$ cat src/rtl/f1_pkg.sv
// Shared types and constants for the F1 reaction timer.
package f1_pkg;

    typedef enum logic [1:0] {
        IDLE   = 2'd0,
        ARMED  = 2'd1,
        TIMING = 2'd2,
        DONE   = 2'd3
    } f1_state_t;

    localparam logic [7:0] LIGHTS_ALL_ON  = 8'hFF;
    localparam logic [7:0] LIGHTS_ALL_OFF = 8'h00;

endpackage

$ cat src/rtl/f1_ms_tick.sv
// Millisecond prescaler: one-cycle tick every TICK_DIV enabled cycles, with synchronous clear.
module f1_ms_tick #(
    parameter int TICK_DIV = 1000
) (
    input  logic clk,
    input  logic rst,
    input  logic clr,
    input  logic en,
    output logic tick
);

    localparam int PW = (TICK_DIV > 1) ? $clog2(TICK_DIV) : 1;
    localparam logic [PW-1:0] LAST = PW'(TICK_DIV - 1);

    logic [PW-1:0] presc;

    always_ff @(posedge clk or posedge rst) begin
        if (rst) begin
            presc <= '0;
        end else if (clr) begin
            presc <= '0;
        end else if (en) begin
            presc <= (presc == LAST) ? '0 : presc + PW'(1);
        end
    end

    assign tick = en && !clr && (presc == LAST);

endmodule

$ cat src/rtl/f1_reaction_timer.sv
// F1 reaction timer: arms on all lights on, times from lights-out to trigger press.
// Optional build macro F1_TRIGGER_SYNC_EN adds a two-flop trigger synchroniser.
module f1_reaction_timer
    import f1_pkg::*;
#(
    parameter int TICK_DIV   = 1000,
    parameter int CNT_WIDTH  = 16,
    parameter int TIMEOUT_MS = 9999
) (
    input  logic                 clk,
    input  logic                 rst,
    input  logic [7:0]           lights,
    input  logic                 trigger,
    input  logic                 result_ready,
    output logic [CNT_WIDTH-1:0] result_ms,
    output logic                 result_valid,
    output logic                 false_start,
    output logic                 timeout,
    output logic                 busy
);

    localparam logic [CNT_WIDTH-1:0] TMO = CNT_WIDTH'(TIMEOUT_MS);

    function automatic logic [CNT_WIDTH-1:0] sat_inc(input logic [CNT_WIDTH-1:0] v);
        return (v >= TMO) ? TMO : v + CNT_WIDTH'(1);
    endfunction

    f1_state_t state, state_nxt;

    logic                 trig_s;
    logic                 trig_p0, trig_p1;
    logic                 trig_edge;
    logic                 tick;
    logic [CNT_WIDTH-1:0] cnt, cnt_inc;
    logic                 load;
    logic [CNT_WIDTH-1:0] res_nxt;
    logic                 fs_nxt, to_nxt;

`ifdef F1_TRIGGER_SYNC_EN
    logic [1:0] sync_q;

    always_ff @(posedge clk or posedge rst) begin
        if (rst) begin
            sync_q <= '0;
        end else begin
            sync_q <= {sync_q[0], trigger};
        end
    end

    assign trig_s = sync_q[1];
`else
    assign trig_s = trigger;
`endif

    // Edge detect stage: p0 is the registered trigger, p1 its history.
    always_ff @(posedge clk or posedge rst) begin
        if (rst) begin
            trig_p0 <= 1'b0;
            trig_p1 <= 1'b0;
        end else begin
            trig_p0 <= trig_s;
            trig_p1 <= trig_p0;
        end
    end

    assign trig_edge = trig_p0 & ~trig_p1;

    f1_ms_tick #(
        .TICK_DIV (TICK_DIV)
    ) u_tick (
        .clk  (clk),
        .rst  (rst),
        .clr  (state != TIMING),
        .en   (state == TIMING),
        .tick (tick)
    );

    // Value the counter takes this cycle, so a same-cycle tick is included in a result.
    assign cnt_inc = tick ? sat_inc(cnt) : cnt;

    always_ff @(posedge clk or posedge rst) begin
        if (rst) begin
            state <= IDLE;
        end else begin
            state <= state_nxt;
        end
    end

    always_comb begin
        state_nxt = state;
        load      = 1'b0;
        res_nxt   = '0;
        fs_nxt    = 1'b0;
        to_nxt    = 1'b0;
        case (state)
            IDLE: begin
                if (lights == LIGHTS_ALL_ON) begin
                    state_nxt = ARMED;
                end
            end
            ARMED: begin
                if (trig_edge) begin
                    state_nxt = DONE;
                    load      = 1'b1;
                    fs_nxt    = (lights != LIGHTS_ALL_OFF);
                end else if (lights == LIGHTS_ALL_OFF) begin
                    state_nxt = TIMING;
                end else if (lights != LIGHTS_ALL_ON) begin
                    state_nxt = IDLE;
                end
            end
            TIMING: begin
                // Timeout takes priority over a press in the same cycle.
                if (cnt_inc == TMO) begin
                    state_nxt = DONE;
                    load      = 1'b1;
                    res_nxt   = TMO;
                    to_nxt    = 1'b1;
                end else if (trig_edge) begin
                    state_nxt = DONE;
                    load      = 1'b1;
                    res_nxt   = cnt_inc;
                end
            end
            DONE: begin
                if (result_valid && result_ready) begin
                    state_nxt = IDLE;
                end
            end
            default: begin
                state_nxt = IDLE;
            end
        endcase
    end

    always_ff @(posedge clk or posedge rst) begin
        if (rst) begin
            cnt <= '0;
        end else if (state == TIMING) begin
            cnt <= cnt_inc;
        end else begin
            cnt <= '0;
        end
    end

    // Result stage: registered outputs, held while the consumer stalls.
    always_ff @(posedge clk or posedge rst) begin
        if (rst) begin
            result_ms    <= '0;
            result_valid <= 1'b0;
            false_start  <= 1'b0;
            timeout      <= 1'b0;
            busy         <= 1'b0;
        end else begin
            busy <= (state == ARMED) || (state == TIMING);
            if (load) begin
                result_ms    <= res_nxt;
                result_valid <= 1'b1;
                false_start  <= fs_nxt;
                timeout      <= to_nxt;
            end else if (state == DONE && result_valid && result_ready) begin
                result_valid <= 1'b0;
                false_start  <= 1'b0;
                timeout      <= 1'b0;
            end
        end
    end

endmodule

$ cat config.mk
export PLATFORM = sky130hd
export DESIGN_NAME = f1_reaction_timer
export DESIGN_NICKNAME = d
export VERILOG_FILES = /design/src/rtl/f1_pkg.sv /design/src/rtl/f1_ms_tick.sv /design/src/rtl/f1_reaction_timer.sv
export SDC_FILE = /design/constraint.sdc
export NUM_CORES = 1
export LEC_CHECK = 0
export BUFFER_PORTS_ARGS = -buffer_cell sky130_fd_sc_hd__buf_2
export CAP_MARGIN = 30
export CELL_PAD_IN_SITES_DETAIL_PLACEMENT = 1
export CELL_PAD_IN_SITES_GLOBAL_PLACEMENT = 2
export CORE_AREA = 5 5 97 99
export CTS_BUF_LIST = sky130_fd_sc_hd__clkbuf_8
export CTS_CLUSTER_DIAMETER = 50
export DETAILED_ROUTE_END_ITERATION = 8
export DIE_AREA = 0 0 102 104
export PLACE_DENSITY = 0.75
export SETUP_SLACK_MARGIN = 0.02
export SKIP_LAST_GASP = 1
export SLEW_MARGIN = 20
export SYNTH_ARGS = -nofsm -noshare
export SYNTH_HDL_FRONTEND = slang
export SYNTH_HIERARCHICAL = 1
export SYNTH_SLANG_ARGS = --single-unit
$ cat constraint.sdc
create_clock -name clk -period 3.3 [get_ports clk]
set_input_delay 0.165 -clock clk [delete_from_list [all_inputs] [get_ports clk]]
set_output_delay 0.165 -clock clk [all_outputs]
set_load 0.005 [all_outputs]
==> flow_summary.yaml, run 1 <==
timing:
  fin_crit_ns: 3.25
  maxSlewViolCount: 0
  fmax_mhz: 308
  post-route-period-util: 0.983
  finalSetupViolCount: 0
  tightest_slew_ns: 0.742
  slew-limit-headroom: 0.500
  finalHoldViolCount: 0
  fin_skew_ns: 0.00554
  rsz0062_at_grt: "yes"
synth:
  yosysSeqAreaShare: 0.449
  synth_top_area_frac: 0.449
  syn_area_um2: 2790
  mappedNetlistNets: 318
  netlist.top_cell.by_area: "dfrtp_1"
  syn-instance-count: 299
  avgSynthCellArea_um2: 9.33
  synth.distinct_cells: 56
  ys_seq_elements: 50
  yosys-top-cells-area: "dfrtp_1 45%, nand2_1 3.9%, ha_1 3.1%"
  ys_warn_count: 6
  synth-edff-count: 0
  synth_ff_type: "dfrtp_1"
  async_reset_ff_frac: 1.00
global_routing:
  grt_overflow_total: 0
  grt_pass1_vias: 2414
  antenna_found_initial: 0
  grt.total_usage: 0.144
  grt_max_degree: 23
  grt_pass1_wl_mm: 12.4
setup_path:
  critPathBufInv: 1
  cp_slowest_stage_delay_ns: 0.51
  crit_top_cell: "or3_4"
  cp_max_fo: 6
  crit_path_cell_trace: "nand4b_1 -> or4_4 -> nor3b_4 -> nand2_2 -> or3_4 -> or3_4 -> a211oi_4 -> nand3_4 -> a21oi_4 -> buf_4 -> o22ai_1"
  cp-start-kind: "flop"
  crit_family: "simple AND/OR/NAND/NOR gates"
  critPathSlowestCell: "or4_4"
  worstPathRequired_ns: 3.48
  critPathArrivalTime_ns: 3.43
  critPathCaptureType: "flop"
  worstSetupPathType: "reg -> reg"
cts:
  clock-root-buffer: "clkbuf_8"
  htree_num_levels: 2
  cts_buffer_depth: 2
  cts_tree: "done"
  numCtsBuffers: 5
  clock_latency_ns: 0.30
  path_clk_slew_ns: 0.09
  clock_sinks: 50
flow_run:
  maxCapViolations: 0
place:
  hpwl_mm: 5.49
  post_dp_cell_area_um2: 3130
  port_buffers: 31
  gp_congestion: 0.824
routing:
  wirelength_mm: 7.68
  vias: 2427
  drtAntennaViolNets: 0
  wl_per_cell_um: 16.7
  drt_pre_antenna_iters: 4
  drc_errors: 0
  viasPerCell: 5.26
  drtIter0Drc: 119
floorplan:
  die_w_um: 102
  core_area_um2: 8470
  row_count: 34
  initial_utilization: 0.329
  pin_count: 32
  die_y_um: 104
  die_area_um2: 10600
cells_and_area:
  nNetsFinal: 372
  layout_common_cells: "50 x dfrtp_1, 31 x buf_2, 28 x nand2_1, 24 x buf_4, 22 x nor2_1"
  nFillCells: 996
  final_util: 0.410
  layout_commonest_cell: "dfrtp_1"
  syn_to_final_growth_pct: 24.5
  post-route-cell-area_um2: 3470
  drive_gt1_frac: 0.261
  diodes: 0
pwr:
  p_per_area_nw_per_um2: 487
  p_total_uw: 1690
  irDropWorstVdd_mv: 0.227
  power_leakage_uw: 0.00149
hold_path:
  hp-class: "in -> reg"
outcome:
  status: "finished, final reports clean"
cells in the mapped netlist, types with 2 or more instances:
cell type and instances:
o22a_1 8, or4_1 2, a211oi_1 3, nor3_1 9, or2b_1 2, o21ai_0 7, inv_1 18, nand4_1 10
a311oi_1 2, or3_1 4, a2bb2oi_1 2, xor2_1 7, nor4_1 3, nor2b_1 4, ha_1 7, buf_6 2
clkbuf_1 7, dfrtp_1 50, and4_1 3, and3_1 7, a21oi_1 11, nand3_1 13, and2_1 7, a31oi_1 9
buf_2 3, nand4b_1 5, xnor2_1 5, o22ai_1 5, o21ai_1 7, nand2_1 29, nor2_1 22, nand2b_1 2
where the power goes:
group / internal, µW / switching (µW) / total, µW
combinational: 225 / 270 / 495
clock: 243 / 203 / 446
sequential: 696 / 53.9 / 750
worst paths after layout:
kind | depth (start not counted) | from | to | slack (ns)
min in group asynchronous | 3 | rst | u_tick/presc[2] | 0.41
max reg2reg | 11 | u_tick/presc[3] | result_ms[4] | 0.05
max in group asynchronous | 4 | rst | cnt[5] | 1.98
max | 11 | u_tick/presc[3] | result_ms[4] | 0.05
min | 5 | lights[3] | false_start | 0.23
min reg2reg | 0 | trig_p0 | trig_p1 | 0.38
cell families (layout without fill, tap and decap cells):
kind of cell / after synthesis / in the layout / synth area share
AOI/OAI and AO/OA: 62 / 62 / 0.152
xor gates and xnor gates: 12 / 12 / 0.0377
adders and majority gates: 7 / 7 / 0.0314
buffers and inverters: 32 / 86 / 0.0511
DFF: 50 / 50 / 0.449
muxes: 3 / 3 / 0.0117
and+or+nand+nor: 133 / 133 / 0.267
layout make-up:
class	count	area (µm²)	share of cell area
Multi-Input combinational cell	217	1490	0.428
Timing Repair Buffer	61	418	0.120
Clock buffer	6	82.6	0.0238
Clock inverter	1	30.0	0.00865
Tap cell	108	135	0.0389
Inverter	18	67.6	0.0195
Sequential cell	50	1250	0.360
worst reg2reg max path, delay by kind of cell, from the launching register on:
family	cells	cell delay (ns)
AOI/OAI and AO/OA	3	0.64
buffers and inverters	1	0.19
DFF	1	0.39
and+or+nand+nor	7	1.90
routing by layer:
metal / global-route usage / wire length, µm / vias up
met5: 0 / 0 / -
met4: 0.0366 / 78 / 0
met3: 0.0302 / 209 / 6
met2: 0.214 / 3530 / 26
met1: 0.211 / 3870 / 1213
li1: - / - / 1182
sequential cells by signal (all words and copies together) (netlist names), named ones only:
register / cells
busy: 1
cnt: 16
false_start: 1
result_ms: 16
result_valid: 1
state: 1
timeout: 1
trig_p0: 1
trig_p1: 1
u_tick/presc: 10
per-stage QoR:
| stage | hold WS, ns | instances | setup TNS, ns | setup WS, ns |
|---|---|---|---|---|
| 2_1_floorplan | 0.00518 | 299 | 0 | 0.0418 |
| 3_3_place_gp | 0.192 | 439 | 0 | 0.0664 |
| 3_5_place_dp | 0.192 | 439 | 0 | 0.0162 |
| 4_1_cts | 0.240 | 451 | 0 | 0.0361 |
| 5_1_grt | 0.256 | 461 | -0.464 | -0.0537 |
| 6_report | 0.229 | 461 | 0 | 0.0548 |
repair_timing:
| item | CTS | global route |
|---|---|---|
| buffers inserted | 3 | 9 |
| setup endpoints to repair | 10 | 19 |
| endpoints found under the hold margin | 11 | 0 |
| hold buffers | 2 | 0 |
| resized for setup | 4 | 16 |
| pin swaps | 1 | 4 |
| cloned | 0 | 1 |
Note: power is estimated with default switching activity, not from simulation.
==> run 2: changes to the inputs <==
- BUFFER_PORTS_ARGS: -buffer_cell sky130_fd_sc_hd__buf_2 -> -buffer_cell sky130_fd_sc_hd__clkbuf_2
==> run 2 against run 1 <==
Compared with the run above: die area did not move; critical path depth did not move; register-to-register slack barely moved; cell area fell by 0.83%; clock skew rose by 0.0022 ns; power rose by 6.8%.
==> flow_summary.yaml, run 2 (synthesized netlist as in run 1, its figures left out) <==
pwr:
  power.net_switching_uw: 552
  p_per_area_nw_per_um2: 525
  p_sw_frac: 0.305
  clkPwrFrac: 0.300
  p_int_uw: 1250
  irDropWorstVdd_mv: 0.205
  power_leakage_uw: 0.00146
  p_total_uw: 1810
  combPwrFrac: 0.281
  pwr-share-seq: 0.419
timing:
  fin_tns_setup_ns: 0
  rsz0062_at_grt: "yes"
  fin_crit_ns: 3.25
  fmax_mhz: 308
  tightest_slew_ns: 0.776
  maxSlewViolCount: 0
  post-route-period-util: 0.984
  finalHoldViolCount: 0
  fin_skew_ns: 0.00773
  slew-limit-headroom: 0.477
  finalSetupViolCount: 0
global_routing:
  grt_overflow_total: 0
  antenna_found_initial: 0
  grt_max_degree: 23
  grt_pass1_vias: 2595
  grt_pass1_wl_mm: 12.8
  grt.total_usage: 0.148
routing:
  drtIter0Drc: 66
  drc_errors: 0
  drt_pre_antenna_iters: 5
  drtAntennaViolNets: 0
  viasPerCell: 5.28
  wirelength_mm: 7.68
  wl_per_cell_um: 16.8
  vias: 2413
cells_and_area:
  layout_common_cells: "50 x dfrtp_1, 31 x clkbuf_2, 28 x nand2_1, 22 x nor2_1, 20 x buf_4"
  top_regs: "cnt (16), result_ms (16), u_tick/presc (10)"
  layout_commonest_cell: "dfrtp_1"
  drive_gt1_frac: 0.246
  post-route-cell-area_um2: 3440
  nNetsFinal: 367
  diodes: 0
  final_util: 0.407
  syn_to_final_growth_pct: 23.4
floorplan:
  pin_count: 32
  die_area_um2: 10600
  initial_utilization: 0.329
  die_w_um: 102
  row_count: 34
  core_area_um2: 8470
  die_y_um: 104
place:
  port_buffers: 31
  gp_congestion: 0.827
  post_dp_cell_area_um2: 3130
  hpwl_mm: 5.60
setup_path:
  worstPathRequired_ns: 3.51
  cp-start-kind: "flop"
  crit_path_cell_trace: "ha_2 -> nand2_1 -> or4_4 -> nor3b_4 -> nand2_2 -> or3_4 -> or3_4 -> a211oi_4 -> nand3_4 -> a31oi_4 -> mux2_4"
  cp_max_fo: 4
  worstSetupPathType: "reg -> reg"
  critPathCaptureType: "flop"
  cp_slowest_stage_delay_ns: 0.44
  critPathArrivalTime_ns: 3.45
  crit_top_cell: "or3_4"
  critPathSlowestCell: "or4_4"
cts:
  htree_num_levels: 2
  path_clk_slew_ns: 0.10
  cts_tree: "done"
  cts_buffer_depth: 2
  clock-root-buffer: "clkbuf_8"
  clock_latency_ns: 0.31
  numCtsBuffers: 5
  clock_sinks: 50
hold_path:
  hp-class: "in -> reg"
flow_run:
  maxCapViolations: 0
outcome:
  status: "finished, final reports clean"
## run 2: cell types whose count changed in the layout (fill, tap and decap cells not counted), moves of 3 or more
| cell | change |
|---|---|
| o21ai_2 | -3 |
| buf_2 | -31 |
| clkbuf_2 | +31 |
| o21ai_1 | +3 |
| buf_4 | -4 |
## run 2: critical path, delay by kind of cell (launching register included)
kind	cells	cell delay, ns
AO/OA/AOI/OAI	2	0.51
adder cells (fa/ha/maj)	1	0.21
flip-flops	1	0.40
multiplexers	1	0.32
AND/OR/NAND/NOR	7	1.71
## run 2: stage by stage
stage | cells | hold WS [ns] | worst slack, ns
4_1_cts | 451 | 0.225 | 0.0215
6_report | 457 | 0.224 | 0.0526
5_1_grt | 457 | 0.246 | -0.110
3_3_place_gp | 439 | 0.173 | 0.102
2_1_floorplan | 299 | 0.00518 | 0.0418
3_5_place_dp | 439 | 0.184 | 0.0217
## run 2: path summary, 6_finish.rpt
kind,cells after the start,slack [ns],to,startpoint
max in group asynchronous,4,2.00,cnt[4],rst
min in group asynchronous,3,0.39,u_tick/presc[0],rst
min,3,0.22,result_valid,result_ready
max,11,0.05,flop,u_tick/presc[1]
max reg2reg,11,0.05,flop,u_tick/presc[1]
min reg2reg,0,0.38,trig_p1,trig_p0
## run 2: what timing repair did
item | 4_1_cts | 5_1_grt
endpoints found under the setup margin | 2 | 20
gates resized for setup | 1 | 18
buffers inserted | 2 | 6
pin swaps | 1 | 11
hold buffers | 2 | 0
endpoints found under the hold margin | 29 | 0
## run 2: final cells by class
cell class                      instances  area, µm²
Clock buffer                            6       82.6
Tap cell                              108        135
Timing Repair Buffer                   56        367
Clock inverter                          2       60.1
Multi-Input combinational cell        217       1480
Inverter                               18       67.6
Sequential cell                        50       1250
Fill cell                             998       5020
## run 2: metal layers
metal  up-vias  GRT usage  share of wire
li1       1170          -              -
met1      1202      0.204           0.47
met2        33      0.241           0.49
met3         8     0.0228          0.030
met4         0     0.0366          0.010
met5         -          0              0
## run 2: power groups by stage
stage	Combinational, µW	Sequential, µW	Clock [µW]
final	508	756	542
after global routing	564	770	578
after CTS	476	756	557
after detailed placement	468	766	0
after global placement	461	763	0
after floorplan	301	763	0
==> run 3: changes to the inputs <==
- CORE_AREA: 5 5 97 99 -> 5 5 89 91
- DIE_AREA: 0 0 102 104 -> 0 0 94 96
- PLACE_DENSITY: 0.75 -> 0.85
- clock period: 3.3 -> 3.8 ns (I/O delays scaled with it)
==> run 3 against run 2 <==
Compared with the run above: combinational power shrank 23%; highest routed layer unchanged; power shrank 24%; worst hold slack gained 0.036 ns; critical path type unchanged; cell count shrank 5.3%; largest cell class unchanged; die area shrank 15%; clock power shrank 39%; sequential share of layout area grew 3.0 points.
==> flow_summary.yaml, run 3 (synthesized netlist as in run 1, its figures left out) <==
setup_path:
  cp-start-kind: "flop"
  worstPathRequired_ns: 3.99
  worstSetupPathType: "reg -> reg"
  r2r_start: "u_tick/presc[0]"
  setup.worst_path.start: "u_tick/presc[0]"
  cp_max_fo: 13
  critPathCaptureType: "flop"
  critPathArrivalTime_ns: 3.63
timing:
  finalSetupViolCount: 0
  finalHoldViolCount: 0
  post-route-period-util: 0.905
  fin_crit_ns: 3.44
  maxSlewViolCount: 0
  rsz0062_at_grt: "no"
  fmax_mhz: 291
  slew-limit-headroom: 0.634
  fin_skew_ns: 0.0119
  fin_tns_setup_ns: 0
  tightest_slew_ns: 0.544
pwr:
  p_sw_frac: 0.334
  power_leakage_uw: 0.00134
  p_per_area_nw_per_um2: 431
  power.net_switching_uw: 458
  p_total_uw: 1370
  combPwrFrac: 0.286
  p_int_uw: 913
  pwr-share-seq: 0.475
  clkPwrFrac: 0.240
  irDropWorstVdd_mv: 0.218
cells_and_area:
  layout_common_cells: "50 x dfrtp_1, 31 x clkbuf_2, 29 x nand2_1, 22 x nor2_1, 18 x inv_1"
  multi_input_area_um2: 1400
  register_area_um2: 1250
  diodes: 0
  nNetsFinal: 352
  top_regs: "cnt (16), result_ms (16), u_tick/presc (10)"
  drive_gt1_frac: 0.174
  syn_to_final_growth_pct: 14.0
  final_cells: 433
  layout_commonest_cell: "dfrtp_1"
  nFillCells: 866
outcome:
  status: "finished, final reports clean"
cts:
  clock_sinks: 50
  htree_num_levels: 2
  path_clk_slew_ns: 0.10
  cts_tree: "done"
  cts_buffer_depth: 2
  numCtsBuffers: 5
  clock_latency_ns: 0.31
  cts-resized-gates: 0
  clock-root-buffer: "clkbuf_8"
global_routing:
  grt_max_degree: 41
  grt.total_usage: 0.166
  grt_pass1_wl_mm: 12.0
  grt_pass1_vias: 2451
  grt_overflow_total: 0
  antenna_found_initial: 0
routing:
  drt_pre_antenna_iters: 4
  viasPerCell: 5.52
  drc_errors: 0
  vias: 2392
  wl_per_cell_um: 16.1
  drtAntennaViolNets: 0
  wirelength_mm: 6.99
  drtIter0Drc: 86
floorplan:
  row_count: 31
  die_area_um2: 9020
  pin_count: 32
  initial_utilization: 0.395
  die_w_um: 94
  core_area_um2: 7060
  die_y_um: 96
place:
  dp.cells: 423
  hpwl_mm: 5.18
  port_buffers: 31
  gp_congestion: 0.860
hold_path:
  min_from: "result_ready"
  hp-class: "in -> reg"
flow_run:
  maxCapViolations: 0
## run 3: cell count changes in the layout (fill, tap and decap cells not counted), sizes merged
cell / delta
bufinv: -2
clkbuf: -1
buf: -15
clkinv: +1
clkinvlp: +1
inv: +1
## run 3: final timing paths
kind                            cells after the start  slack [ns]              end
worst max-delay path                               12        0.36             flop
worst min-delay path                                3        0.26     result_valid
worst max register to register                     12        0.36             flop
worst min register to register                      0        0.39          trig_p1
max in group asynchronous                           4        2.88     result_ms[6]
min in group asynchronous                           3        0.40  u_tick/presc[9]
## run 3: area by class of cell
class | instances | area share
Multi-Input combinational cell | 217 | 0.439
Sequential cell | 50 | 0.394
Timing Repair Buffer | 41 | 0.0779
Tap cell | 99 | 0.0390
Clock buffer | 5 | 0.0216
Inverter | 18 | 0.0213
Clock inverter | 3 | 0.00787
## run 3: stage by stage
stage	instance area [µm²]	util	hold WS (ns)	worst slack [ns]
6_report	3180	0.450	0.261	0.362
5_1_grt	3180	0.450	0.289	0.0914
4_1_cts	3180	0.450	0.247	0.344
3_5_place_dp	3070	0.434	0.202	0.383
3_3_place_gp	3070	0.434	0.191	0.488
2_1_floorplan	2790	-	0.0302	0.247
## run 3: worst max-delay path: stages (launching register included)
cell     delay, ns
dfrtp_1       0.42
ha_1          0.23
nand2_1       0.06
or4_1         0.45
nor3b_2       0.23
buf_4         0.21
and4_1        0.33
xnor2_1       0.21
a32oi_1       0.10
nor3_1        0.30
nand3_2       0.17
a31oi_1       0.27
mux2_1        0.35
## run 3: power groups by stage
stage / clock network, µW / registers [µW] / logic, µW
finish: 329 / 651 / 392
global route: 359 / 662 / 447
CTS: 340 / 651 / 402
detailed placement: 0 / 662 / 398
global placement: 0 / 659 / 389
floorplan: 0 / 662 / 249
## run 3: what timing repair did
| action | in CTS | in global routing |
|---|---|---|
| hold buffers | 2 | 0 |
| setup buffers | 0 | 0 |
| endpoints found under the hold margin | 11 | 0 |
## run 3: routing by layer
metal	global-route usage	vias to the layer above	share of wire
met5	0	-	0
met2	0.281	51	0.47
met4	0.0361	0	0.0090
met3	0.0242	6	0.036
li1	-	1140	-
met1	0.227	1195	0.49
